File: config.mk
export PLATFORM = sky130hd
export DESIGN_NAME = writeback_arbiter
export DESIGN_NICKNAME = d
export VERILOG_FILES = /design/src/rtl/writeback_arbiter_pkg.sv /design/src/rtl/writeback_arbiter_fifo.sv /design/src/rtl/writeback_arbiter.sv
export SDC_FILE = /design/constraint.sdc
export NUM_CORES = 1
export LEC_CHECK = 0
export ABC_CLOCK_PERIOD_IN_PS = 5360
export CAP_MARGIN = 0
export CELL_PAD_IN_SITES_DETAIL_PLACEMENT = 0
export CELL_PAD_IN_SITES_GLOBAL_PLACEMENT = 1
export CORE_UTILIZATION = 36
export DETAILED_ROUTE_END_ITERATION = 6
export DONT_BUFFER_PORTS = 1
export PLACE_DENSITY = 0.67
export SLEW_MARGIN = 20
export SYNTH_ARGS = -nofsm -noshare
export SYNTH_HDL_FRONTEND = slang
export SYNTH_SLANG_ARGS = --single-unit
File: constraint.sdc
create_clock -name i_clk -period 5.36 [get_ports i_clk]
set_input_delay 1.072 -clock i_clk [delete_from_list [all_inputs] [get_ports i_clk]]
set_output_delay 1.072 -clock i_clk [all_outputs]
set_load 0.005 [all_outputs]
File: src/rtl/writeback_arbiter_pkg.sv
// +----------------------------------------------------------------------+
// | writeback_arbiter_pkg                                                |
// | Shared types and constants for the writeback arbiter.                |
// | Rev 1.0                                                              |
// +----------------------------------------------------------------------+
`default_nettype none

package writeback_arbiter_pkg;

    localparam int P_REG_W       = 7;
    localparam int WORD_W        = 32;
    localparam int N_WB_SRC      = 3;
    localparam int WB_FIFO_DEPTH = 2;
    localparam int N_WB_PORTS    = 2;

    typedef logic [P_REG_W-1:0] p_reg;
    typedef logic [WORD_W-1:0]  word;

    typedef struct packed {
        p_reg dest;
        word  data;
    } wb_entry;

endpackage

`default_nettype wire

File: src/rtl/writeback_arbiter_fifo.sv
// +----------------------------------------------------------------------+
// | wb_fifo                                                              |
// | Synchronous FIFO of writeback entries with registered head.          |
// | Rev 1.0                                                              |
// +----------------------------------------------------------------------+
`default_nettype none

module wb_fifo
    import writeback_arbiter_pkg::*;
#(
    parameter int DEPTH = WB_FIFO_DEPTH
) (
    input  logic                         clk,
    input  logic                         rst,
    input  logic                         i_push,
    input  wb_entry                      i_wr_entry,
    input  logic                         i_pop,
    output wb_entry                      o_head,
    output logic                         o_full,
    output logic                         o_empty,
    output logic [$clog2(DEPTH+1)-1:0]   o_count
);

    localparam int PTR_W = (DEPTH > 1) ? $clog2(DEPTH) : 1;
    localparam int CNT_W = $clog2(DEPTH + 1);

    wb_entry          mem_q [DEPTH];
    logic [PTR_W-1:0] wr_ptr_q, wr_ptr_d;
    logic [PTR_W-1:0] rd_ptr_q, rd_ptr_d;
    logic [CNT_W-1:0] count_q, count_d;
    logic             do_push;
    logic             do_pop;

    function automatic logic [PTR_W-1:0] ptr_inc(input logic [PTR_W-1:0] p);
        return (p == PTR_W'(DEPTH - 1)) ? '0 : p + 1'b1;
    endfunction

    assign do_push = i_push && (count_q != CNT_W'(DEPTH));
    assign do_pop  = i_pop && (count_q != '0);

    always_comb begin
        wr_ptr_d = do_push ? ptr_inc(wr_ptr_q) : wr_ptr_q;
        rd_ptr_d = do_pop  ? ptr_inc(rd_ptr_q) : rd_ptr_q;
        count_d  = count_q;
        if (do_push && !do_pop) begin
            count_d = count_q + 1'b1;
        end else if (!do_push && do_pop) begin
            count_d = count_q - 1'b1;
        end
    end

    always_ff @(posedge clk) begin
        if (rst) begin
            wr_ptr_q <= '0;
            rd_ptr_q <= '0;
            count_q  <= '0;
        end else begin
            wr_ptr_q <= wr_ptr_d;
            rd_ptr_q <= rd_ptr_d;
            count_q  <= count_d;
        end
    end

    // Storage needs no reset: the count alone decides what is valid.
    always_ff @(posedge clk) begin
        if (do_push) begin
            mem_q[wr_ptr_q] <= i_wr_entry;
        end
    end

    assign o_head  = mem_q[rd_ptr_q];
    assign o_full  = (count_q == CNT_W'(DEPTH));
    assign o_empty = (count_q == '0);
    assign o_count = count_q;

endmodule

`default_nettype wire

File: src/rtl/writeback_arbiter.sv
// +----------------------------------------------------------------------+
// | writeback_arbiter                                                    |
// | Round-robin merge of N result sources onto two register-file ports.  |
// | Rev 1.0                                                              |
// +----------------------------------------------------------------------+
`default_nettype none

module writeback_arbiter
    import writeback_arbiter_pkg::*;
#(
    parameter int N_SRC      = N_WB_SRC,
    parameter int FIFO_DEPTH = WB_FIFO_DEPTH
) (
    input  logic i_clk,
    input  logic i_rst,
    input  logic i_valid  [N_SRC],
    output logic o_ready  [N_SRC],
    input  p_reg i_dest   [N_SRC],
    input  word  i_data   [N_SRC],
    output logic o_w_en   [N_WB_PORTS],
    output p_reg o_w_addr [N_WB_PORTS],
    output word  o_w_data [N_WB_PORTS],
    output logic o_idle
);

    localparam int SRC_W = (N_SRC > 1) ? $clog2(N_SRC) : 1;
    localparam int CNT_W = $clog2(FIFO_DEPTH + 1);

    logic             push     [N_SRC];
    logic             pop      [N_SRC];
    logic             full     [N_SRC];
    logic             empty    [N_SRC];
    wb_entry          wr_entry [N_SRC];
    wb_entry          head     [N_SRC];
    logic [CNT_W-1:0] count    [N_SRC];

    logic [SRC_W-1:0] rr_ptr_q, rr_ptr_d;
    logic [SRC_W-1:0] idx;
    logic             g0_vld, g1_vld, cand_vld;
    logic [SRC_W-1:0] g0_src, g1_src, cand_src;

    logic             w_en_q   [N_WB_PORTS];
    logic             w_en_d   [N_WB_PORTS];
    p_reg             w_addr_q [N_WB_PORTS];
    p_reg             w_addr_d [N_WB_PORTS];
    word              w_data_q [N_WB_PORTS];
    word              w_data_d [N_WB_PORTS];

    // Source index reached by stepping 'off' places forward from 'base'.
    function automatic logic [SRC_W-1:0] src_at(input logic [SRC_W-1:0] base, input int off);
        int t;
        t = int'(base) + off;
        if (t >= N_SRC) begin
            t = t - N_SRC;
        end
        return SRC_W'(t);
    endfunction

    generate
        for (genvar s = 0; s < N_SRC; s++) begin : g_src
            assign o_ready[s]  = !full[s] && !i_rst;
            assign push[s]     = i_valid[s] && o_ready[s] && (i_dest[s] != '0);
            assign wr_entry[s] = '{dest: i_dest[s], data: i_data[s]};
            assign pop[s]      = (g0_vld && (g0_src == SRC_W'(s)))
                              || (g1_vld && (g1_src == SRC_W'(s)));

            wb_fifo #(
                .DEPTH (FIFO_DEPTH)
            ) u_fifo (
                .clk        (i_clk),
                .rst        (i_rst),
                .i_push     (push[s]),
                .i_wr_entry (wr_entry[s]),
                .i_pop      (pop[s]),
                .o_head     (head[s]),
                .o_full     (full[s]),
                .o_empty    (empty[s]),
                .o_count    (count[s])
            );
        end
    endgenerate

    // Port 1 searches onward from the port-0 winner; everything between
    // rr_ptr and that winner is already known to be empty.
    always_comb begin
        g0_vld   = 1'b0;
        g0_src   = '0;
        cand_vld = 1'b0;
        cand_src = '0;
        idx      = '0;
        for (int k = 0; k < N_SRC; k++) begin
            idx = src_at(rr_ptr_q, k);
            if (!g0_vld && !empty[idx]) begin
                g0_vld = 1'b1;
                g0_src = idx;
            end
        end
        for (int j = 1; j < N_SRC; j++) begin
            idx = src_at(g0_src, j);
            if (g0_vld && !cand_vld && !empty[idx]) begin
                cand_vld = 1'b1;
                cand_src = idx;
            end
        end
        g1_vld = cand_vld && (head[cand_src].dest != head[g0_src].dest);
        g1_src = cand_src;
    end

    always_comb begin
        rr_ptr_d = rr_ptr_q;
        if (g1_vld) begin
            rr_ptr_d = src_at(g1_src, 1);
        end else if (g0_vld) begin
            rr_ptr_d = src_at(g0_src, 1);
        end
    end

    always_comb begin
        for (int p = 0; p < N_WB_PORTS; p++) begin
            w_en_d[p]   = 1'b0;
            w_addr_d[p] = w_addr_q[p];
            w_data_d[p] = w_data_q[p];
        end
        if (g0_vld) begin
            w_en_d[0]   = 1'b1;
            w_addr_d[0] = head[g0_src].dest;
            w_data_d[0] = head[g0_src].data;
        end
        if (g1_vld) begin
            w_en_d[1]   = 1'b1;
            w_addr_d[1] = head[g1_src].dest;
            w_data_d[1] = head[g1_src].data;
        end
    end

    always_ff @(posedge i_clk) begin
        if (i_rst) begin
            rr_ptr_q <= '0;
            for (int p = 0; p < N_WB_PORTS; p++) begin
                w_en_q[p]   <= 1'b0;
                w_addr_q[p] <= '0;
                w_data_q[p] <= '0;
            end
        end else begin
            rr_ptr_q <= rr_ptr_d;
            for (int p = 0; p < N_WB_PORTS; p++) begin
                w_en_q[p]   <= w_en_d[p];
                w_addr_q[p] <= w_addr_d[p];
                w_data_q[p] <= w_data_d[p];
            end
        end
    end

    always_comb begin
        o_idle = !w_en_q[0] && !w_en_q[1];
        for (int s = 0; s < N_SRC; s++) begin
            if (count[s] != '0) begin
                o_idle = 1'b0;
            end
        end
    end

    assign o_w_en   = w_en_q;
    assign o_w_addr = w_addr_q;
    assign o_w_data = w_data_q;

endmodule

`default_nettype wire

; ---- Word level (Yosys, flattened, before mapping)
; Memories as Yosys holds them, arrays and structs flattened. A register that Yosys moved wholly into a read port is not among the register bits.
; Index checks and enable logic that the tools add are counted.
[classes]
n_addsub = 23
n_lt_le_gt_ge = 13
eq_ne = 11
n_mux = 68
n_bitwise = 7
n_reduce_logical = 70
[ops]
columns = op, count
row1 = binary-select mux 39 bit (select 2 bit), 2
row2 = 2-to-1 mux 39 bit, 4
row3 = 2-to-1 mux 1 bit, 38
row4 = 2-to-1 mux 2 bit, 19
row5 = logical AND 1 bit, 34
row6 = >= comparator 3 bit (second input constant), 7
row7 = NOT 2 -> 3 bit, 7
row8 = nonzero test 7 bit, 3
row9 = zero test 1 bit, 18
row10 = >= comparator 3 x 2 -> 1 bit (second input constant), 5
row11 = nonzero test 2 bit, 7
row12 = subtractor 2 bit (second input constant), 6
row13 = binary-select mux 1 bit (select 2 bit), 5
row14 = == test 2 bit (second input constant), 5
row15 = zero test 2 bit, 5
row16 = adder 2 x 1 -> 3 bit (second input constant), 3
row17 = != test 7 bit, 1
row18 = adder 1 bit (second input constant), 6
row19 = adder 2 x 1 -> 2 bit (second input constant), 3
row20 = adder 2 x 2 -> 3 bit (second input constant), 2
row21 = != test 2 bit (second input constant), 3
row22 = subtractor 2 x 1 -> 2 bit (second input constant), 3
row23 = == test 2 x 1 -> 1 bit (second input constant), 2
row24 = logical OR 1 bit, 3
row25 = >= comparator 2 bit (second input constant), 1
[word_totals]
ff_bits = 94
ramBits = 234
output_inout_bits = 84
word_cells = 211
memories = 3
[mem_list]
columns = memory, depth, width, rd, rd_clocked_by_memory_dff, write_ports, line
row1 = g_src[0].u_fifo.mem_q, 2, 39, 1, 1, 1, writeback_arbiter_fifo.sv:27  ; wb_entry mem_q [DEPTH];
row2 = g_src[1].u_fifo.mem_q, 2, 39, 1, 1, 1, writeback_arbiter_fifo.sv:27
row3 = g_src[2].u_fifo.mem_q, 2, 39, 1, 1, 1, writeback_arbiter_fifo.sv:27

; ---- Longest topological paths before layout
; Gate-level depths: netlist (run 1).
[logic_depth]
ltp_word = 39
ltp_mapped = 27
mapped_depth_nobuf = 22

; ---- Hierarchy
; From an unflattened synthesis (run 1), not the netlist that was laid out.
[unflattened]
hier_cells = 1188
area_unflattened_um2 = 14423.8
[modules_own_cells]
columns = mod, instances, cells_each, area_per_inst_um2, seq_area_each_um2
row1 = wb_fifo, 3, 146, 3024.2, 2442.3
row2 = writeback_arbiter, 1, 750, 5351.4, 1641.6

; ---- Worst setup path after synthesis (run 1)
; OpenSTA, ideal clock, no wires.
[synth_timing]
path_type = register -> register
start = reg rr_ptr_q[0]
end = reg g_src[0].u_fifo.count_q[1]
setup_ns = 0.071
arrival_time_ns = 5.674
required_time_ns = 5.289
setup_slack_ns = -0.385
path_stages_with_launch = 26
cell_sequence = dfxtp_1 -> inv_1 -> ha_1 -> buf_2 -> or3_1 -> a31o_2 -> a31o_1 -> o21bai_4 -> buf_2 -> clkbuf_1 -> inv_1 -> ha_1 -> clkbuf_1 -> nor3_1 -> a211oi_1 -> o21ai_1 -> o211ai_1 -> o22a_1 -> o21ai_0 -> xnor2_1 -> nor4_4 -> a21oi_4 -> a32oi_2 -> ha_1 -> or3_1 -> a21oi_1
[synth_via]
elab_chain_len = 39
elab_cells_between_ends = 81
[synth_rtl]
columns = element, line
row1 = "start, declared", writeback_arbiter.sv:37  ; logic [SRC_W-1:0] rr_ptr_q, rr_ptr_d;
row2 = "start signal, assigned", writeback_arbiter.sv:145  ; rr_ptr_q <= rr_ptr_d;
row3 = adder 2 x 1 -> 3 bit, writeback_arbiter.sv:52  ; t = int'(base) + off;
row4 = >= comparator 3 x 2 -> 1 bit / subtractor 2 bit (equally long branches), "writeback_arbiter.sv:53, writeback_arbiter.sv:54"
row5 = 2-to-1 mux 2 bit, writeback_arbiter.sv:53  ; if (t >= N_SRC) begin
row6 = NOT 2 -> 3 bit (implied by the code), writeback_arbiter.sv:93  ; if (!g0_vld && !empty[idx]) begin
row7 = binary-select mux 1 bit (select 2 bit), writeback_arbiter.sv:93
row8 = 2-to-1 mux 1 bit (implied by the code) (2 in series), writeback_arbiter.sv:93
row9 = zero test 1 bit, writeback_arbiter.sv:93
row10 = logical AND 1 bit, writeback_arbiter.sv:93
row11 = (+22 left out), n/a
row12 = != test 7 bit, writeback_arbiter.sv:105  ; g1_vld = cand_vld && (head[cand_src].dest != head[g0_src].dest);
row13 = logical AND 1 bit, writeback_arbiter.sv:105
row14 = logical AND 1 bit, writeback_arbiter.sv:65  ; || (g1_vld && (g1_src == SRC_W'(s)));
row15 = logical OR 1 bit *, writeback_arbiter.sv:65
row16 = logical AND 1 bit *, writeback_arbiter_fifo.sv:39  ; assign do_pop = i_pop && (count_q != '0);
row17 = zero test 1 bit, writeback_arbiter_fifo.sv:45  ; if (do_push && !do_pop) begin
row18 = logical AND 1 bit, writeback_arbiter_fifo.sv:45
row19 = 2-to-1 mux 2 bit / nonzero test 2 bit (equally long branches), n/a
row20 = "end signal, assigned", writeback_arbiter_fifo.sv:60  ; count_q <= count_d;
row21 = "end, declared", writeback_arbiter_fifo.sv:30  ; logic [CNT_W-1:0] count_q, count_d;
; Mark *: on every way between the ends. The rest lies on a longest branch, timed or not. The select of a mux whose other input is x is not followed.
; A chain may end at the register's enable or synchronous reset.

; ---- Worst setup path after layout (run 1)
; Same ends and word-level chain as after synthesis.

==> flow_metrics.py, run 1 <==
metrics = {
    "outcome": {
        "status": "finished clean",
    },
    "setup_path": {
        "start_kind": "register",
        "end_kind": "register",
        "crit_path_top_delay_cell": "dfxtp_1",
        "critPathMostFrequentCell": "buf_4",
        "cp_cell_sequence": "inv_1 > ha_1 > buf_4 > nor4b_2 > a22o_1 > a21o_1 > a31o_4 > inv_1 > ha_4 > nor3_1 > a211oi_2 > o21ai_2 > o211ai_1 > buf_4 > nor2_1 > a211oi_2 > xor2_1 > nor3_2 > buf_4 > a21oi_4 > a32oi_4 > ha_1 > or3_1 > a21oi_1",
        "path_buf_inv": 5,
        "crit_family": "compound AO/OA/AOI/OAI gates",
        "worstPathArrival_ns": 5.59,
        "cp_max_fo": 10,
        "max_stage_delay_ns": 0.36,
        "criticalPathCategory": "register to register",
        "crit_required_ns": 5.84,
    },
    "synthesis": {
        "synth.top_cell.area_share_pct": 50.3,
        "synth_seq_cells": 331,
        "ys_warn_count": 0,
        "syn_area_mm2": 0.0140,
        "synth_nets": 1201,
        "ys_types": 60,
        "seq_area_frac_synth_pct": 64.2,
        "syn_inst": 1067,
        "synthArstFlopShare_pct": 0,
        "synth_edf_count": 234,
        "synth_top_area_cell": "edfxtp_1",
        "avgSynthCellArea_um2": 13.1,
        "synth.area.top_cells": "edfxtp_1, dfxtp_1, mux2i_1",
        "yosys_most_used_dff": "edfxtp_1",
    },
    "grt": {
        "first_global_vias": 8924,
        "overflow": 0,
        "antenna_found_initial": 0,
        "track_usage_pct": 20.7,
        "grt_pass1_wl_mm": 58.8,
        "grt_max_degree": 101,
    },
    "clocking": {
        "cts_buffer_depth": 3,
        "cts_tree": "done",
        "h-tree-depth": 2,
        "cts.sinks": 331,
        "clk_pin_slew_ns": 0.06,
        "clk_latency_ns": 0.56,
        "cts_root_buffer": "clkbuf_16",
        "cts-buffers-inserted": 38,
    },
    "finish": {
        "finish.utilization_pct": 42.7,
        "layout_commonest_cell": "edfxtp_1",
        "num_antenna_cells": 0,
        "drive_gt1_share_pct": 18.0,
        "final_cell_mix": "edfxtp_1, mux2i_1, nor2_1, dfxtp_1, nand2_1",
        "fin_nets": 1209,
        "fin_cells": 1615,
        "n_fill_cell": 3475,
        "areaGrowthSynthToFinish_pct": 15.9,
    },
    "drt": {
        "wl_per_cell_um": 25.2,
        "ant_nets": 0,
        "first_pass_iters": 4,
        "viasPerCell": 5.43,
        "vias": 8768,
        "routed_wl_mm": 40.7,
        "drc": 0,
        "initialDrtViolationCount": 484,
    },
    "floorplanning": {
        "core_area_mm2": 0.0379,
        "num_rows": 71,
        "fp.dieH_um": 199,
        "die_area_mm2": 0.0396,
        "initial_core_util_pct": 36.8,
        "die_w_um": 199,
        "num_io_pins": 206,
    },
    "place": {
        "placedCellCount": 1536,
        "dp_hpwl_mm": 26.2,
        "dp_slack_ns": 0.0539,
        "gp_congestion": 0.852,
        "io_buffer_count": 0,
    },
    "sta": {
        "fin_crit_sh_pct": 95.2,
        "timing_hold_violations_final": 0,
        "fmax_ghz": 0.196,
        "max_slew_margin_pct": 32.4,
        "totalNegativeSetupSlack_ns": 0,
        "finalSetupViolations": 0,
        "timing.final.crit_period_ns": 5.10,
        "drv_slew": 0,
        "finClkSkew_ns": 0.0185,
        "setup_ws_ns": 0.258,
        "tightest_slew_ns": 1.01,
    },
    "job": {
        "cap_violations": 0,
    },
    "worst_hold_path": {
        "holdCritPathClass": "register to register",
    },
}
-- routing by layer --
layer  part of all wire, %  GRT usage, %  routed length (um)  vias up
met1                    43          26.6               17300     4358
li1                      -             -                   -     4088
met3                   7.5          5.97                3040       66
met5                     0             0                   0        -
met2                    47          33.1               19200      256
met4                   2.9          7.66                1170        0
-- cells in the mapped netlist, types with 23 or more instances --
library cell and instances:
nor3_1 47, mux2_2 45, clkbuf_1 50, dfxtp_1 97
nand2_1 76, a21oi_1 23, a221oi_1 39, nor2_1 108
a32oi_1 32, mux2i_1 112, a211oi_1 48, edfxtp_1 234
-- flip-flops by register name (all words and copies together) (netlist names), named ones only --
signal,count
g_src.u_fifo.rd_ptr_q,3
g_src.u_fifo.o_count,6
g_src.u_fifo.mem_q,234
o_w_en,2
g_src.u_fifo.wr_ptr_q,3
o_w_data,64
rr_ptr_q,2
o_w_addr,14
-- logic make-up after synthesis --
group	after synthesis	synth area share, %
AO/OA/AOI/OAI	188	10.6
buffers and inverters	90	2.64
multiplexers	157	11.7
adder cells (fa/ha/maj)	12	1.08
flip-flops	331	64.2
XOR/XNOR	16	1.00
AND/OR/NAND/NOR	273	8.77
-- worst min-delay path, delay by kind of cell, from the launching register on --
kind             cells  cell delay (ns)
DFF                  1             0.32
and+or+nand+nor      2             0.15
-- stage by stage --
| stage | hold slack (ns) | area [um^2] |
|---|---|---|
| detailed placement | 0.507 | 14700 |
| CTS | 0.515 | 16000 |
| global placement | 0.502 | 14700 |
| finish | 0.513 | 16200 |
| global route | 0.531 | 16200 |
| floorplan | 0.490 | 14000 |
-- timing repair --
| item | 4_1_cts | 5_1_grt |
|---|---|---|
| hold endpoints to repair | 0 | 0 |
| buffers inserted | 0 | 9 |
| hold buffers | 0 | 0 |
| setup endpoints to repair | 0 | 8 |
| gates resized for setup | 0 | 16 |
-- layout make-up --
| class | instances | area (um^2) | area share [%] |
|---|---|---|---|
| Clock buffer | 47 | 1060 | 6.53 |
| Clock inverter | 22 | 280 | 1.73 |
| Inverter | 12 | 45.0 | 0.278 |
| Multi-Input combinational cell | 646 | 4810 | 29.7 |
| Sequential cell | 331 | 8970 | 55.5 |
| Tap cell | 511 | 639 | 3.95 |
| Timing Repair Buffer | 46 | 378 | 2.33 |
-- worst paths after layout --
check	cells after the start	from	endpoint	slack (ns)
setup reg to reg	24	rr_ptr_q[0]$_SDFFE_PP0P_	g_src[0].u_fifo.o_count[1]$_SDFFE_PP0P_	0.26
setup / recovery	24	rr_ptr_q[0]$_SDFFE_PP0P_	g_src[0].u_fifo.o_count[1]$_SDFFE_PP0P_	0.26
hold / removal	2	o_w_data[58]$_SDFFE_PP0N_	o_w_data[58]$_SDFFE_PP0N_	0.51
hold reg to reg	2	o_w_data[58]$_SDFFE_PP0N_	o_w_data[58]$_SDFFE_PP0N_	0.51
Power of run 1 is not shown: default switching activity piles up to over one toggle a cycle in this logic, so the estimate is an artifact.
==> inputs of run 2 (changes only) <==
--- a/config.mk
+++ b/config.mk
@@ -5,14 +5,14 @@
 export SDC_FILE = /design/constraint.sdc
 export NUM_CORES = 1
 export LEC_CHECK = 0
-export ABC_CLOCK_PERIOD_IN_PS = 5360
+export ABC_CLOCK_PERIOD_IN_PS = 5100
 export CAP_MARGIN = 0
 export CELL_PAD_IN_SITES_DETAIL_PLACEMENT = 0
 export CELL_PAD_IN_SITES_GLOBAL_PLACEMENT = 1
-export CORE_UTILIZATION = 36
+export CORE_UTILIZATION = 29
 export DETAILED_ROUTE_END_ITERATION = 6
 export DONT_BUFFER_PORTS = 1
-export PLACE_DENSITY = 0.67
+export PLACE_DENSITY = 0.56
 export SLEW_MARGIN = 20
 export SYNTH_ARGS = -nofsm -noshare
 export SYNTH_HDL_FRONTEND = slang
==> constraint.sdc (replaced) <==
create_clock -name i_clk -period 5.1 [get_ports i_clk]
set_input_delay 1.02 -clock i_clk [delete_from_list [all_inputs] [get_ports i_clk]]
set_output_delay 1.02 -clock i_clk [all_outputs]
set_load 0.005 [all_outputs]
==> run 2 against run 1 <==
First-iteration DRC count up 14%. Highest routed layer unchanged. Sequential share of layout area fell by 0.85 points. Cell count rose by 7.2%. Clock skew fell by 0.0084 ns. Critical path depth down 2. Via count is 2.6% higher. Fmax rose by 3.7%. Hold slack is essentially flat. Critical endpoint is now g_src[1].u_fifo.o_count[1]$_SDFFE_PP0P_. Non-clock buffer count up 10. Worst setup slack lost 0.078 ns.
==> flow_metrics.py, run 2 (same netlist as run 1, synthesis figures left out) <==
metrics = {
    "outcome": {
        "status": "finished clean",
    },
    "setup_path": {
        "crit_required_ns": 5.59,
        "start_kind": "register",
        "crit_family": "simple AND/OR/NAND/NOR gates",
        "criticalPathCategory": "register to register",
        "cp_cell_sequence": "inv_2 > ha_4 > or3_4 > a31o_2 > a31o_1 > o21bai_4 > inv_2 > ha_4 > nor4b_4 > o21ai_0 > and2_4 > o21ai_4 > or3_1 > o221ai_4 > xnor2_2 > nor4_4 > a21oi_4 > buf_6 > a32oi_4 > ha_4 > or3_4 > a21oi_2",
        "cp_max_fo": 7,
        "path_buf_inv": 3,
        "r2r_start": "rr_ptr_q[0]$_SDFFE_PP0P_",
        "worstPathArrival_ns": 5.40,
        "r2r_slack_ns": 0.18,
        "crit_path_top_delay_cell": "or3_1",
        "startpoint": "rr_ptr_q[0]$_SDFFE_PP0P_",
        "critPathMostFrequentCell": "ha_4",
        "max_stage_delay_ns": 0.42,
        "endpoint": "g_src[1].u_fifo.o_count[1]$_SDFFE_PP0P_",
        "reg2reg_to": "g_src[1].u_fifo.o_count[1]$_SDFFE_PP0P_",
        "reg2reg_depth": 22,
        "end_kind": "register",
        "cp.depth": 22,
    },
    "sta": {
        "totalNegativeSetupSlack_ns": 0,
        "fmax_ghz": 0.203,
        "drv_slew": 0,
        "max_slew_margin_pct": 38.9,
        "tightest_slew_ns": 0.916,
        "finalSetupViolations": 0,
        "timing_hold_violations_final": 0,
        "finClkSkew_ns": 0.0101,
        "timing.final.crit_period_ns": 4.92,
        "fin_crit_sh_pct": 96.5,
        "timing.hold.ws_ns": 0.513,
    },
    "grt": {
        "antenna_found_initial": 0,
        "overflow": 0,
        "first_global_vias": 9139,
        "grt_pass1_wl_mm": 64.4,
        "track_usage_pct": 18.0,
        "grt_max_degree": 101,
    },
    "floorplanning": {
        "die_w_um": 221,
        "die_area_mm2": 0.0490,
        "num_rows": 80,
        "core_area_mm2": 0.0476,
        "fp.dieH_um": 221,
        "num_io_pins": 206,
        "initial_core_util_pct": 29.3,
    },
    "clocking": {
        "cts_buffer_depth": 3,
        "ctsHoldBuffers": 0,
        "cts_tree": "done",
        "cts_root_buffer": "clkbuf_16",
        "clk_pin_slew_ns": 0.05,
        "h-tree-depth": 2,
        "clk_latency_ns": 0.55,
        "cts-buffers-inserted": 39,
        "cts.sinks": 331,
    },
    "place": {
        "io_buffer_count": 0,
        "dp_hpwl_mm": 28.3,
        "gp_congestion": 0.823,
        "placedCellCount": 1645,
    },
    "finish": {
        "regMostFlops": "g_src.u_fifo.mem_q",
        "n_fill_cell": 4672,
        "largest_register_ffs": 234,
        "layout_commonest_cell": "edfxtp_1",
        "drive_gt1_share_pct": 19.8,
        "fin_cells": 1731,
        "finish.utilization_pct": 34.5,
        "fin_nets": 1220,
        "num_antenna_cells": 0,
        "final_cell_mix": "edfxtp_1, mux2i_1, nor2_1, dfxtp_1, nand2_1",
        "areaGrowthSynthToFinish_pct": 17.7,
    },
    "worst_hold_path": {
        "holdCritPathClass": "register to register",
    },
    "drt": {
        "ant_nets": 0,
        "wl_per_cell_um": 25.6,
        "viasPerCell": 5.20,
        "routed_wl_mm": 44.3,
        "first_pass_iters": 5,
        "vias": 8994,
        "initialDrtViolationCount": 552,
        "drc": 0,
    },
    "job": {
        "cap_violations": 0,
    },
}
[run 2: worst register-to-register path: stages (launching register included)]
cell and delay [ns]:
dfxtp_2 0.35, inv_2 0.06, ha_4 0.26, or3_4 0.39, a31o_2 0.21, a31o_1 0.22
o21bai_4 0.17, inv_2 0.09, ha_4 0.23, nor4b_4 0.13, o21ai_0 0.22, and2_4 0.23
o21ai_4 0.08, or3_1 0.42, o221ai_4 0.09, xnor2_2 0.11, nor4_4 0.38, a21oi_4 0.12
buf_6 0.15, a32oi_4 0.25, ha_4 0.25, or3_4 0.36, a21oi_2 0.11
[run 2: what timing repair did]
item / in CTS / in global routing
setup buffers: 6 / 10
resized for setup: 0 / 27
pin swaps: 1 / 18
setup endpoints to repair: 3 / 28
[run 2: final cells by class]
cell class / count / area, um^2 / share of cell area, %
clock buffer: 50 / 1060 / 6.44
clock inverter: 21 / 195 / 1.19
inverter: 12 / 45.0 / 0.274
multi-input combinational: 646 / 4920 / 29.9
sequential: 331 / 8980 / 54.6
tap: 615 / 769 / 4.68
timing repair buffer: 56 / 475 / 2.89
[run 2: metal layers]
metal  track usage, %  up-vias  part of all wire, %
li1                 -     4111                    -
met1             22.6     4522                   43
met2             29.6      294                   48
met3             5.70       67                  7.5
met4             4.97        0                  2.1
met5                0        -                    0
[run 2: worst min-delay path by stage]
stage                                    startpoint                   endpoint  slack [ns]  depth (start not counted)
after floorplan            o_w_addr[1]$_SDFFE_PP0P_   o_w_addr[1]$_SDFFE_PP0P_        0.49                          2
after global placement    o_w_data[39]$_SDFFE_PP0N_  o_w_data[39]$_SDFFE_PP0N_        0.50                          2
after detailed placement  o_w_data[52]$_SDFFE_PP0N_  o_w_data[52]$_SDFFE_PP0N_        0.51                          2
after CTS                                     i_rst  o_w_data[33]$_SDFFE_PP0N_        0.51                          1
after global routing                          i_rst  o_w_data[34]$_SDFFE_PP0N_        0.52                          1
final                     o_w_data[59]$_SDFFE_PP0N_  o_w_data[59]$_SDFFE_PP0N_        0.51                          2
[run 2: through the flow]
step                      worst slack, ns  cell area [um^2]
after floorplan                    0.0383             14100
after global placement              0.135             14900
after detailed placement          -0.0102             14900
after CTS                          0.0143             16200
after global routing              -0.0298             16400
final                               0.180             16400
Power of run 2 is left out for the same reason.
